==> src/rtl/seq_detector_prog.sv <==
// Programmable serial pattern detector: run-time loadable pattern/length,
// selectable overlap, input-valid qualifier and a saturating match counter.
module seq_detector_prog #(
  parameter int unsigned          MAX_LEN     = 8,
  parameter logic [MAX_LEN-1:0]   DEF_PATTERN = MAX_LEN'(8'b0000_1011),
  parameter int unsigned          DEF_LEN     = 4,
  parameter int unsigned          CNT_W       = 8,
  localparam int unsigned         LEN_W       = $clog2(MAX_LEN + 1)
) (
  input  logic               clk,
  input  logic               rst,
  input  logic               in,
  input  logic               in_valid,
  input  logic               overlap,
  input  logic               cfg_load,
  input  logic [MAX_LEN-1:0] cfg_pattern,
  input  logic [LEN_W-1:0]   cfg_len,
  input  logic               cnt_clr,
  output logic               out,
  output logic               cfg_err,
  output logic [CNT_W-1:0]   match_cnt
);

  logic [MAX_LEN-1:0] pat_q, pat_d;
  logic [LEN_W-1:0]   len_q, len_d;
  logic [MAX_LEN-1:0] hist_q, hist_d;
  logic [LEN_W-1:0]   fill_q, fill_d;
  logic               out_q, out_d;
  logic               err_q, err_d;
  logic [CNT_W-1:0]   cnt_q, cnt_d;

  logic [MAX_LEN-1:0] mask;
  logic [MAX_LEN-1:0] hist_n;
  logic [LEN_W-1:0]   fill_n;
  logic               sample;
  logic               cfg_ok;
  logic               hit;

  // Select the low len_q bits of history/pattern for comparison.
  always_comb begin
    mask = '0;
    for (int unsigned i = 0; i < MAX_LEN; i++) begin
      mask[i] = (LEN_W'(i) < len_q);
    end
  end

  always_comb begin
    sample = !cfg_load && in_valid;
    hist_n = {hist_q[MAX_LEN-2:0], in};
    fill_n = (fill_q == LEN_W'(MAX_LEN)) ? fill_q : fill_q + LEN_W'(1);
    hit    = sample && (fill_n >= len_q) && (((hist_n ^ pat_q) & mask) == '0);
    cfg_ok = (cfg_len != '0) && (cfg_len <= LEN_W'(MAX_LEN));
  end

  always_comb begin
    pat_d  = pat_q;
    len_d  = len_q;
    hist_d = hist_q;
    fill_d = fill_q;
    out_d  = 1'b0;
    err_d  = 1'b0;
    cnt_d  = cnt_q;

    // A load outranks sampling; the bit presented alongside it is dropped.
    if (cfg_load) begin
      if (cfg_ok) begin
        pat_d  = cfg_pattern;
        len_d  = cfg_len;
        hist_d = '0;
        fill_d = '0;
      end else begin
        err_d = 1'b1;
      end
    end else if (in_valid) begin
      hist_d = hist_n;
      out_d  = hit;
      fill_d = (hit && !overlap) ? '0 : fill_n;
    end

    if (cnt_clr) begin
      cnt_d = '0;
    end else if (hit && (cnt_q != '1)) begin
      cnt_d = cnt_q + CNT_W'(1);
    end
  end

  always_ff @(posedge clk) begin
    if (rst) begin
      pat_q  <= DEF_PATTERN;
      len_q  <= LEN_W'(DEF_LEN);
      hist_q <= '0;
      fill_q <= '0;
      out_q  <= 1'b0;
      err_q  <= 1'b0;
      cnt_q  <= '0;
    end else begin
      pat_q  <= pat_d;
      len_q  <= len_d;
      hist_q <= hist_d;
      fill_q <= fill_d;
      out_q  <= out_d;
      err_q  <= err_d;
      cnt_q  <= cnt_d;
    end
  end

  assign out       = out_q;
  assign cfg_err   = err_q;
  assign match_cnt = cnt_q;

endmodule
==> config.mk <==
export PLATFORM = sky130hd
export DESIGN_NAME = seq_detector_prog
export DESIGN_NICKNAME = d
export VERILOG_FILES = /design/src/rtl/seq_detector_prog.sv
export SDC_FILE = /design/constraint.sdc
export NUM_CORES = 1
export LEC_CHECK = 0
export CAP_MARGIN = 10
export CORE_MARGIN = 2
export CORE_UTILIZATION = 47
export DETAILED_ROUTE_END_ITERATION = 10
export GPL_ROUTABILITY_DRIVEN = 0
export HOLD_SLACK_MARGIN = 0.1
export PLACE_DENSITY = 0.73
export SYNTH_ARGS = -nofsm -noshare
export SYNTH_HDL_FRONTEND = slang
export SYNTH_SLANG_ARGS = --single-unit
==> constraint.sdc <==
create_clock -name clk -period 2.7 [get_ports clk]
set_input_delay 0.81 -clock clk [delete_from_list [all_inputs] [get_ports clk]]
set_output_delay 0.81 -clock clk [all_outputs]
set_load 0.02 [all_outputs]
==> results.md <==
- Switching share of power: about a quarter
- Clock skew: around 0.012 ns
- Hpwl dp: 2.52 mm
- NetSw: roughly 0.24 mW
- Antenna viol nets, final: 0
- Vias: approximately 1500
- Slew margin rel.: 74.9%
- Final Critical Period: about 2.7 ns
- Sequential power share: 57.1%
- DRC: 0
- Slowest stage delay, CP: a little over 0.6 ns
- Crit path DAT: 2.90 ns
- CTS Buffer Depth: 2
- CP endpoint kind: flop
- Sequential Area: between 600 and 700 µm²
- CTS Sinks: 33
- Iteration-0 DRC Markers: 47
- Count of cell types in the netlist: 41
- Worst-Skew Late Latency: approximately 0.33 ns
- Ys flop type: dfxtp_1
- Gr ovfl total: 0
- Max-slew violation count: 0
- Vert. Die Dim: around 63 µm
- Largest net degree at the start of global routing: 26
- Vias/cell: around 5.2
- Setup WS pre-CTS: -0.304 ns
- MaxCap Viol Count: 0
- Worst vdd ir: between 0.2 and 0.3 mV
- Syn_area_per_cell: approximately 8.2 µm²
- N_diodes: 0
- Nets: 269
- Min setup slack post-route: 0.0273 ns
- Cells after Synth: 202
- Multi-input logic area: roughly 0.001 mm²
- Crit-path cells: inv_1 -> ha_4 -> nand2_4 -> nor2_4 -> buf_6 -> xnor2_1 -> ha_1 -> nand2b_4 -> a2111oi_2 -> or4b_4 -> nor4_4 -> buf_4 -> a21o_1 -> a21oi_1
- Crit Path Max Fanout: 6
- Yosys warning count: 0
- Crit path kind: flop to flop
- Row cnt: 21
- Die ar.: ~0.004 mm²
- Core Util, Final: between 60 and 70%
- Initial antenna violation count: 0
- Tcrit/Tclk final: 99.0%
- Final hold vios: 0
- Setup crit start kind: flop
- Synthesized flop and latch total: 33
- IO Pins: 29
- Finished Cell Area: approximately 0.0022 mm²
- Die width: roughly 63 µm
- Wire per inst: 12.5 µm
- Combinational share of power: ~16%
- Unrepaired setup endpoints after global routing: yes
- Core footprint: 0.00336 mm²
- Netlist area before placement: about 0.0017 mm²
- Pleak: approximately 0.76 nW
- P_int: 0.663 mW
- Hold Path Class: flop to flop
- Post-synth EDFFs: 0
- Worst path buffer plus inverter count: 3
- Endpoints failing setup: 0
- Global-route wire length before repair: 6.02 mm
- Async SR Flop Fraction: 0%
- Pwr dens: just over 400 mW/mm²
- Slowest cell on crit path: or4b_4
- DP Area: just over 0.002 mm²
- Worst slew pin tran: approximately 0.37 ns
- Vias in the first global route: ~1300
- Clk pwr share: a little over a quarter
- All-Layer GR Usage: around a fifth
- Layout cells sized above 1: 19.0%
- # port buffers: 28
- CTS buffer count: 5
- Clk root buf: clkbuf_4
- CTS clk-pin slew, worst paths: about 0.10 ns
- CTS tree: yes
- Layout Area Growth over Synthesis: 34.7%
- CTS H-tree lvls: 2
- Worst path required time: roughly 3 ns
- Post-synth net total: ~230
- Delay-heaviest family, CP: simple AND/OR/NAND/NOR gates
- Final wirelength: 3.59 mm
- Starting Density: 49.3%
- TritonRoute pass-1 iters: 6
- Register area share after synthesis: approximately two fifths
- Status: finished, final reports clean
- Fill cells: 310
- Fmax: around 0.37 GHz
==> worst register-to-register path: cells and delay by family, from the launching register on <==
family                     cells  cell delay (ns)
adders and majority gates      2             0.43
DFF                            1             0.37
AOI/OAI and AO/OA              3             0.23
xor gates and xnor gates       1             0.12
and+or+nand+nor                5             1.03
buffers and inverters          3             0.38
==> synthesized netlist by cell type, types with 2 or more instances <==
| cell type | instances | area share [%] |
|---|---|---|
| nand3b_1 | 4 | 1.8 |
| ha_1 | 7 | 5.3 |
| o21ai_0 | 2 | 0.60 |
| nor3_1 | 2 | 0.60 |
| inv_1 | 10 | 2.3 |
| xnor2_1 | 14 | 7.4 |
| nor4_1 | 2 | 0.76 |
| a21oi_1 | 19 | 5.7 |
| clkbuf_1 | 6 | 1.4 |
| a41o_1 | 2 | 1.2 |
| nor2_1 | 18 | 4.1 |
| dfxtp_1 | 33 | 40 |
| a31oi_1 | 2 | 0.76 |
| xor2_1 | 2 | 1.1 |
| nand3_1 | 13 | 3.9 |
| a22oi_1 | 3 | 1.4 |
| nand2b_1 | 2 | 0.76 |
| nand2_1 | 38 | 8.6 |
==> kinds of logic after synthesis <==
group                      Yosys count  share of synthesized area [%]
AOI/OAI and AO/OA                   36                           13.9
xor gates and xnor gates            16                           8.46
adders and majority gates            7                           5.29
buffers and inverters               19                           5.36
DFF                                 33                           39.9
muxes                                1                          0.604
and+or+nand+nor                     90                           26.5
==> final cells by class <==
| cell class | instances | share of cell area, % |
|---|---|---|
| clock buffer | 5 | 1.68 |
| clock inverter | 1 | 0.224 |
| inverter | 10 | 1.79 |
| multi-input combinational | 150 | 46.0 |
| sequential | 33 | 29.9 |
| tap | 46 | 2.58 |
| timing repair buffer | 43 | 17.8 |
==> final timing paths <==
kind / start / end / slack [ns] / cells past startpoint
max: fill_q[1] / match_cnt[7] / 0.03 / 14
min: pat_q[5] / pat_q[5] / 0.47 / 2
max reg2reg: fill_q[1] / match_cnt[7] / 0.03 / 14
min reg2reg: pat_q[5] / pat_q[5] / 0.47 / 2
==> cells in the final DEF (no fill, tap or decap), types with 2 or more instances in the layout <==
master            n
nand2_1          37
dfxtp_1          30
clkdlybuf4s50_1  28
a21oi_1          19
nor2_1           15
buf_4            14
nand3_1          13
xnor2_1          12
inv_1             9
clkbuf_4          5
nand3b_1          4
ha_1              4
ha_4              3
nor2_4            2
xnor2_2           2
nor3_1            2
a22oi_1           2
a31oi_1           2
xor2_1            2
a41o_1            2
dfxtp_2           2
==> routing by layer <==
metal	track usage [%]	wire (µm)	vias up
met1	25.2	1700	686
met2	29.2	1690	33
met5	0	0	-
met4	7.34	53	0
met3	6.07	147	5
li1	-	-	770
==> metrics by stage <==
step	cells	total power, mW	hold WS (ns)	setup TNS (ns)
final	288	0.902	0.472	0
after global routing	288	0.955	0.497	-0.404
after CTS	287	0.897	0.477	0
after detailed placement	281	0.650	0.461	-3.02
after global placement	281	0.649	0.461	-2.68
after floorplan	202	0.596	0.449	0
==> power groups by stage <==
stage | Sequential, mW | Clock [mW] | Combinational [mW]
global route | 0.518 | 0.283 | 0.154
floorplan | 0.523 | 0 | 0.0724
detailed placement | 0.526 | 0 | 0.124
global placement | 0.526 | 0 | 0.124
finish | 0.515 | 0.247 | 0.140
CTS | 0.514 | 0.256 | 0.127
==> registers in the layout, indices dropped and copies added, names as in the netlist <==
register,cells
cfg_err,1
fill_q,4
hist_q,7
len_q,4
match_cnt,8
out,1
pat_q,8
==> what timing repair did <==
action | 4_1_cts | 5_1_grt
endpoints found under the setup margin | 12 | 12
buffers inserted | 0 | 1
hold buffers | 0 | 0
pin swaps | 1 | 3
gates resized for setup | 6 | 22
No activity file was read; power rests on OpenSTA's default activity.
